[src/rtl/q_argmax_scan_ctrl_if.sv]
// Bus bundle between the Q-value argmax sequencer and its user / 16:1 mux.
// The slave modport is the sequencer side; the master modport is the
// requester that drives start/mask and supplies the mux output.
interface q_argmax_scan_ctrl_if #(
   parameter int unsigned DW = 16
);
   logic          start;
   logic [15:0]   mask;
   logic [DW-1:0] mux_dout;
   logic [3:0]    mux_sel;
   logic          busy;
   logic          done;
   logic [DW-1:0] max_val;
   logic [3:0]    max_idx;
   logic          none_valid;

   modport slave (
      input  start,
      input  mask,
      input  mux_dout,
      output mux_sel,
      output busy,
      output done,
      output max_val,
      output max_idx,
      output none_valid
   );

   modport master (
      output start,
      output mask,
      output mux_dout,
      input  mux_sel,
      input  busy,
      input  done,
      input  max_val,
      input  max_idx,
      input  none_valid
   );
endinterface

[src/rtl/q_argmax_scan_ctrl.sv]
// Sequencer for the 16:1 Q-value mux: steps mux_sel across FIRST_IDX..LAST_IDX,
// one index per clock, keeps a running masked maximum (strict '>', so ties go
// to the lowest index) and reports the best value, its index and whether no
// legal candidate was seen.
module q_argmax_scan_ctrl #(
   parameter int unsigned DW        = 16,
   parameter int unsigned FIRST_IDX = 1,
   parameter int unsigned LAST_IDX  = 15,
   parameter bit          SIGNED    = 1'b1
) (
   input  logic                    clk,
   input  logic                    rst,
   q_argmax_scan_ctrl_if.slave     bus
);

   localparam logic [3:0] SEL_FIRST = 4'(FIRST_IDX);
   localparam logic [3:0] SEL_LAST  = 4'(LAST_IDX);

   localparam logic [1:0] S_IDLE = 2'd0;
   localparam logic [1:0] S_SCAN = 2'd1;
   localparam logic [1:0] S_DONE = 2'd2;

   logic [1:0]    state;
   logic [3:0]    sel;
   logic [15:0]   mask_r;
   logic [DW-1:0] best;
   logic [3:0]    best_idx;
   logic          found;
   logic [DW-1:0] max_val_r;
   logic [3:0]    max_idx_r;
   logic          none_r;

   logic          gt;
   logic          take;
   logic [DW-1:0] best_nx;
   logic [3:0]    idx_nx;
   logic          found_nx;

   // Candidate compare: current mux output against the running best.
   always_comb begin
      gt = 1'b0;
      if (SIGNED) begin
         gt = $signed(bus.mux_dout) > $signed(best);
      end else begin
         gt = bus.mux_dout > best;
      end
      take     = mask_r[sel] && (!found || gt);
      best_nx  = take ? bus.mux_dout : best;
      idx_nx   = take ? sel : best_idx;
      found_nx = found | take;
   end

   // Scan FSM and result registers. Results are loaded on the final SCAN edge
   // (using the last sample's outcome) so they are already valid while done is high.
   always_ff @(posedge clk) begin
      if (rst) begin
         state     <= S_IDLE;
         sel       <= SEL_FIRST;
         mask_r    <= '0;
         best      <= '0;
         best_idx  <= '0;
         found     <= 1'b0;
         max_val_r <= '0;
         max_idx_r <= '0;
         none_r    <= 1'b0;
      end else begin
         case (state)
            S_IDLE: begin
               sel <= SEL_FIRST;
               if (bus.start) begin
                  mask_r   <= bus.mask;
                  found    <= 1'b0;
                  best     <= '0;
                  best_idx <= '0;
                  state    <= S_SCAN;
               end
            end
            S_SCAN: begin
               best     <= best_nx;
               best_idx <= idx_nx;
               found    <= found_nx;
               if (sel == SEL_LAST) begin
                  state     <= S_DONE;
                  max_val_r <= found_nx ? best_nx : '0;
                  max_idx_r <= found_nx ? idx_nx : '0;
                  none_r    <= ~found_nx;
               end else begin
                  sel <= sel + 4'd1;
               end
            end
            S_DONE: begin
               state <= S_IDLE;
               sel   <= SEL_FIRST;
            end
            default: begin
               state <= S_IDLE;
               sel   <= SEL_FIRST;
            end
         endcase
      end
   end

   assign bus.mux_sel    = sel;
   assign bus.busy       = (state != S_IDLE);
   assign bus.done       = (state == S_DONE);
   assign bus.max_val    = max_val_r;
   assign bus.max_idx    = max_idx_r;
   assign bus.none_valid = none_r;

endmodule
[src/flat_wrapper.sv]
// flat-port wrapper written by rule: the top's interface ports become plain ports
module q_argmax_scan_ctrl_flat 
#(
   parameter int unsigned DW        = 16,
   parameter int unsigned FIRST_IDX = 1,
   parameter int unsigned LAST_IDX  = 15,
   parameter bit          SIGNED    = 1'b1
)
  (clk, rst, bus_start, bus_mask, bus_mux_dout, bus_mux_sel, bus_busy, bus_done, bus_max_val, bus_max_idx, bus_none_valid);
  q_argmax_scan_ctrl_if #(.DW(DW)) bus_i ();
  input  logic clk;
  input  logic rst;
  input wire logic [$bits(bus_i.start)-1:0] bus_start;
  input wire logic [$bits(bus_i.mask)-1:0] bus_mask;
  input wire logic [$bits(bus_i.mux_dout)-1:0] bus_mux_dout;
  output wire logic [$bits(bus_i.mux_sel)-1:0] bus_mux_sel;
  output wire logic [$bits(bus_i.busy)-1:0] bus_busy;
  output wire logic [$bits(bus_i.done)-1:0] bus_done;
  output wire logic [$bits(bus_i.max_val)-1:0] bus_max_val;
  output wire logic [$bits(bus_i.max_idx)-1:0] bus_max_idx;
  output wire logic [$bits(bus_i.none_valid)-1:0] bus_none_valid;
  assign bus_i.start = bus_start;
  assign bus_i.mask = bus_mask;
  assign bus_i.mux_dout = bus_mux_dout;
  assign bus_mux_sel = bus_i.mux_sel;
  assign bus_busy = bus_i.busy;
  assign bus_done = bus_i.done;
  assign bus_max_val = bus_i.max_val;
  assign bus_max_idx = bus_i.max_idx;
  assign bus_none_valid = bus_i.none_valid;
  q_argmax_scan_ctrl #(.DW(DW), .FIRST_IDX(FIRST_IDX), .LAST_IDX(LAST_IDX), .SIGNED(SIGNED)) u_core (.clk(clk), .rst(rst), .bus(bus_i));
endmodule
[config.mk]
export PLATFORM = sky130hd
export DESIGN_NAME = q_argmax_scan_ctrl_flat
export DESIGN_NICKNAME = d
export VERILOG_FILES = /design/src/rtl/q_argmax_scan_ctrl_if.sv /design/src/rtl/q_argmax_scan_ctrl.sv /design/src/flat_wrapper.sv
export SDC_FILE = /design/constraint.sdc
export NUM_CORES = 1
export LEC_CHECK = 0
export BUFFER_PORTS_ARGS = -buffer_cell sky130_fd_sc_hd__clkbuf_2
export CELL_PAD_IN_SITES_DETAIL_PLACEMENT = 1
export CELL_PAD_IN_SITES_GLOBAL_PLACEMENT = 1
export CORE_UTILIZATION = 35
export DETAILED_ROUTE_END_ITERATION = 12
export PLACE_DENSITY_LB_ADDON = 0.1
export SLEW_MARGIN = 10
export SYNTH_ARGS = -nofsm -noshare
export SYNTH_HDL_FRONTEND = slang
export SYNTH_SLANG_ARGS = --single-unit
[constraint.sdc]
create_clock -name clk -period 2.5 [get_ports clk]
set_clock_uncertainty 0.1 [all_clocks]
set_input_delay 0.125 -clock clk [delete_from_list [all_inputs] [get_ports clk]]
set_output_delay 0.125 -clock clk [all_outputs]
set_load 0.02 [all_outputs]
==> reports/metrics.yaml <==
sta:
  setup_viol: 1
  post-route-period-util: 1.01
  hold_viol: 0
  slew_headroom: 0.310
  finalWorstSetupSlack_ns: -0.0330
  setup_tns_ns: -0.0330
  fmax_mhz: 395
  final-max-slew-violation-count: 0
  min_period_ns: 2.53
  worst_pin_slew_ns: 1.03
job:
  drv_cap: 0
synthesis:
  yosysWarnings: 0
  synth_simple_gate_area_frac: 0.295
  yosys-top-cells-area: "dfxtp_1 37%, nand4_1 7.4%, nand2_1 6.7%"
  synth_top_family_by_area: "simple AND/OR/NAND/NOR gates"
  syn_area_per_cell_um2: 8.24
  synthXorXnorAreaFrac: 0.00253
  ys.flop_type: "dfxtp_1"
  synth_edf_count: 0
  synth_fa_ha_area_frac: 0.0613
  synthCells: 421
  yosys.area.top_type: "dfxtp_1"
  ys_types: 42
  async_flop_share: 0
  synth_compound_area_frac: 0.162
  synth_top_area_share: 0.369
  synth.area.mux_share: 0.0418
  syn_nets: 473
  synthTopCellsByCount: "64 x dfxtp_1, 62 x nand2_1, 41 x nand4_1, 30 x clkbuf_1"
  ys_seq_elements: 64
  synth_seq_area_share: 0.369
  syn_area_um2: 3470
  yosysMostFrequentCell: "dfxtp_1"
route:
  drt_wl_total_um: 11900
  post-route-drc-count: 0
  drt_first_pass_iters: 4
  antenna_left: 0
  via_count: 3714
  wl_per_cell_um: 17.9
  viasPerCell: 5.57
  dr.first_iter.drc_count: 123
pwr:
  powerDensity_nw_per_um2: 484
  p_leak_nw: 1.95
  peakVddDrop_uv: 250
  power_mw: 2.39
worst_setup_path:
  critPathLaunchType: "input port"
  required_ns: 2.63
  path_common_cell: "o21ai_0"
  crit_family: "buffers and inverters"
  worstSetupEndpointType: "flop"
  cp_cell_sequence: "dlygate4sd3_1, clkbuf_2, ha_1, a21oi_1, o21ai_0, or4b_4, o2111a_1, buf_4, o21ai_0, nand3_1"
  cp_max_fo: 7
  cp.arrival_ns: 2.66
  critPathKind: "in -> reg"
  max_stage_delay_ns: 0.54
  worst-path-buf-inv: 3
  crit_path_top_delay_cell: "dlygate4sd3_1"
clocking:
  cts_tree: "yes"
  clock_sinks: 64
  root_buffer: "clkbuf_8"
  cts_made_buffers: 9
  clockBufferDepth: 2
  clkTransAtPathRegs_ns: 0.07
  clkLatencyLatePin_ns: 0.35
  htree_levels: 3
run_status:
  status: "finished with violations"
  violations: "negative setup slack"
floorplan:
  coreArea_um2: 9420
  initial_core_util: 0.368
  rows: 35
  ios: 62
  die_h_um: 102
  die_x_um: 102
  dieArea_um2: 10300
cells_and_area:
  drive_above_1_share: 0.299
  area_delta_synth_final_pct: 42.2
  fin_cells: 667
  nFillCells: 1109
  design_area_um2: 4930
  finalNetCount: 586
  diodes: 0
place:
  placed_cells: 615
  placement.io_buffers: 61
  post-dp-hpwl_um: 7770
  gp_congestion: 0.778
  dpl_cell_area_um2: 4150
grt:
  antenna_found_initial: 0
  first_global_vias: 3782
  grt_max_degree: 33
  grt_usage: 0.243
  grt_pass1_wl_um: 19100
  grt.overflow.total: 0
worst_hold_path:
  worstHoldPathType: "in -> reg"
layout make-up:
cell class / count / area [µm²] / area share
Multi-Input combinational cell: 301 / 2130 / 0.432
Timing Repair Buffer: 141 / 1080 / 0.220
Inverter: 17 / 63.8 / 0.0129
Clock inverter: 3 / 40.0 / 0.00812
Sequential cell: 64 / 1290 / 0.261
Clock buffer: 12 / 165 / 0.0335
Tap cell: 129 / 161 / 0.0327
tightest hold or removal path, cell delays in order:
cell      delay, ns
clkbuf_2       0.08
nand2b_1       0.08
nand2_1        0.08
a21oi_1        0.06
cells by family after synthesis:
| kind of cell | after synthesis |
|---|---|
| AND/OR/NAND/NOR | 194 |
| AO/OA/AOI/OAI | 81 |
| flip-flops | 64 |
| buffers and inverters | 56 |
| adder cells (fa/ha/maj) | 17 |
| multiplexers | 8 |
| XOR/XNOR | 1 |
placed cells by master (no fill, tap or decap), types with 3 or more instances in the layout:
cell type	synthesis	routed
o311ai_2	7	11
nor2_1	10	10
nand3b_1	20	20
o21ai_1	1	9
dfxtp_1	64	62
o211ai_1	3	3
ha_1	17	14
a21oi_1	26	25
ha_4	0	3
inv_1	17	17
nand4_1	41	41
clkbuf_8	0	12
clkbuf_2	0	61
buf_4	0	39
o21ai_0	26	18
buf_12	0	5
dlygate4sd3_1	0	33
nand2b_1	3	3
nand2_1	62	60
nor2b_1	5	4
mux4_2	4	4
nand3_1	22	22
nor3_1	17	17
nor3b_1	7	6
metal layers:
metal	routed length, µm	vias up	global-route usage
met3	463	21	0.0352
li1	-	1776	-
met1	5110	1818	0.287
met2	6070	99	0.442
met5	0	-	0
met4	257	0	0.0892
state kept, by name, summed over array words and instances, names as in the netlist:
name	flops
u_core.best	16
u_core.bus.max_val	16
u_core.mask_r	16
u_core.best_idx	4
u_core.bus.max_idx	4
u_core.bus.mux_sel	4
u_core.state	2
u_core.bus.none_valid	1
u_core.found	1
worst paths after layout:
check,endpoint,cells past startpoint,slack [ns],startpoint
worst min-delay path,u_core.found$_SDFFE_PP0P_,4,0.02,bus_start
worst max register to register,u_core.best[15]$_SDFFE_PP0P_,9,0.03,u_core.best[5]$_SDFFE_PP0P_
worst min register to register,u_core.mask_r[7]$_SDFFE_PP0P_,2,0.35,u_core.mask_r[7]$_SDFFE_PP0P_
worst max-delay path,u_core.best[15]$_SDFFE_PP0P_,10,-0.03,bus_mux_dout[5]
metrics by stage:
| stage | hold slack (ns) | worst slack (ns) | utilization |
|---|---|---|---|
| after CTS | 0.00470 | 0.00294 | 0.501 |
| after floorplan | 0.161 | 0.0716 | - |
| after detailed placement | 0.257 | -0.0212 | 0.440 |
| after global placement | 0.247 | 0.0102 | 0.440 |
| final | 0.0168 | -0.0330 | 0.524 |
| after global routing | 0.0272 | -0.0727 | 0.524 |
report_power, final:
part           internal [mW]  switching, mW  total, mW
combinational          0.168          0.203      0.371
clock                  0.534          0.419      0.953
sequential              1.04         0.0188       1.06
total                   1.74          0.641       2.39
repair_timing:
action	CTS	global route
resized for setup	4	36
endpoints found under the hold margin	48	0
cloned	0	1
hold buffers	33	0
setup endpoints to repair	3	40
pin swaps	1	6
setup buffers	3	1
Power figures use the tool's default switching activity.
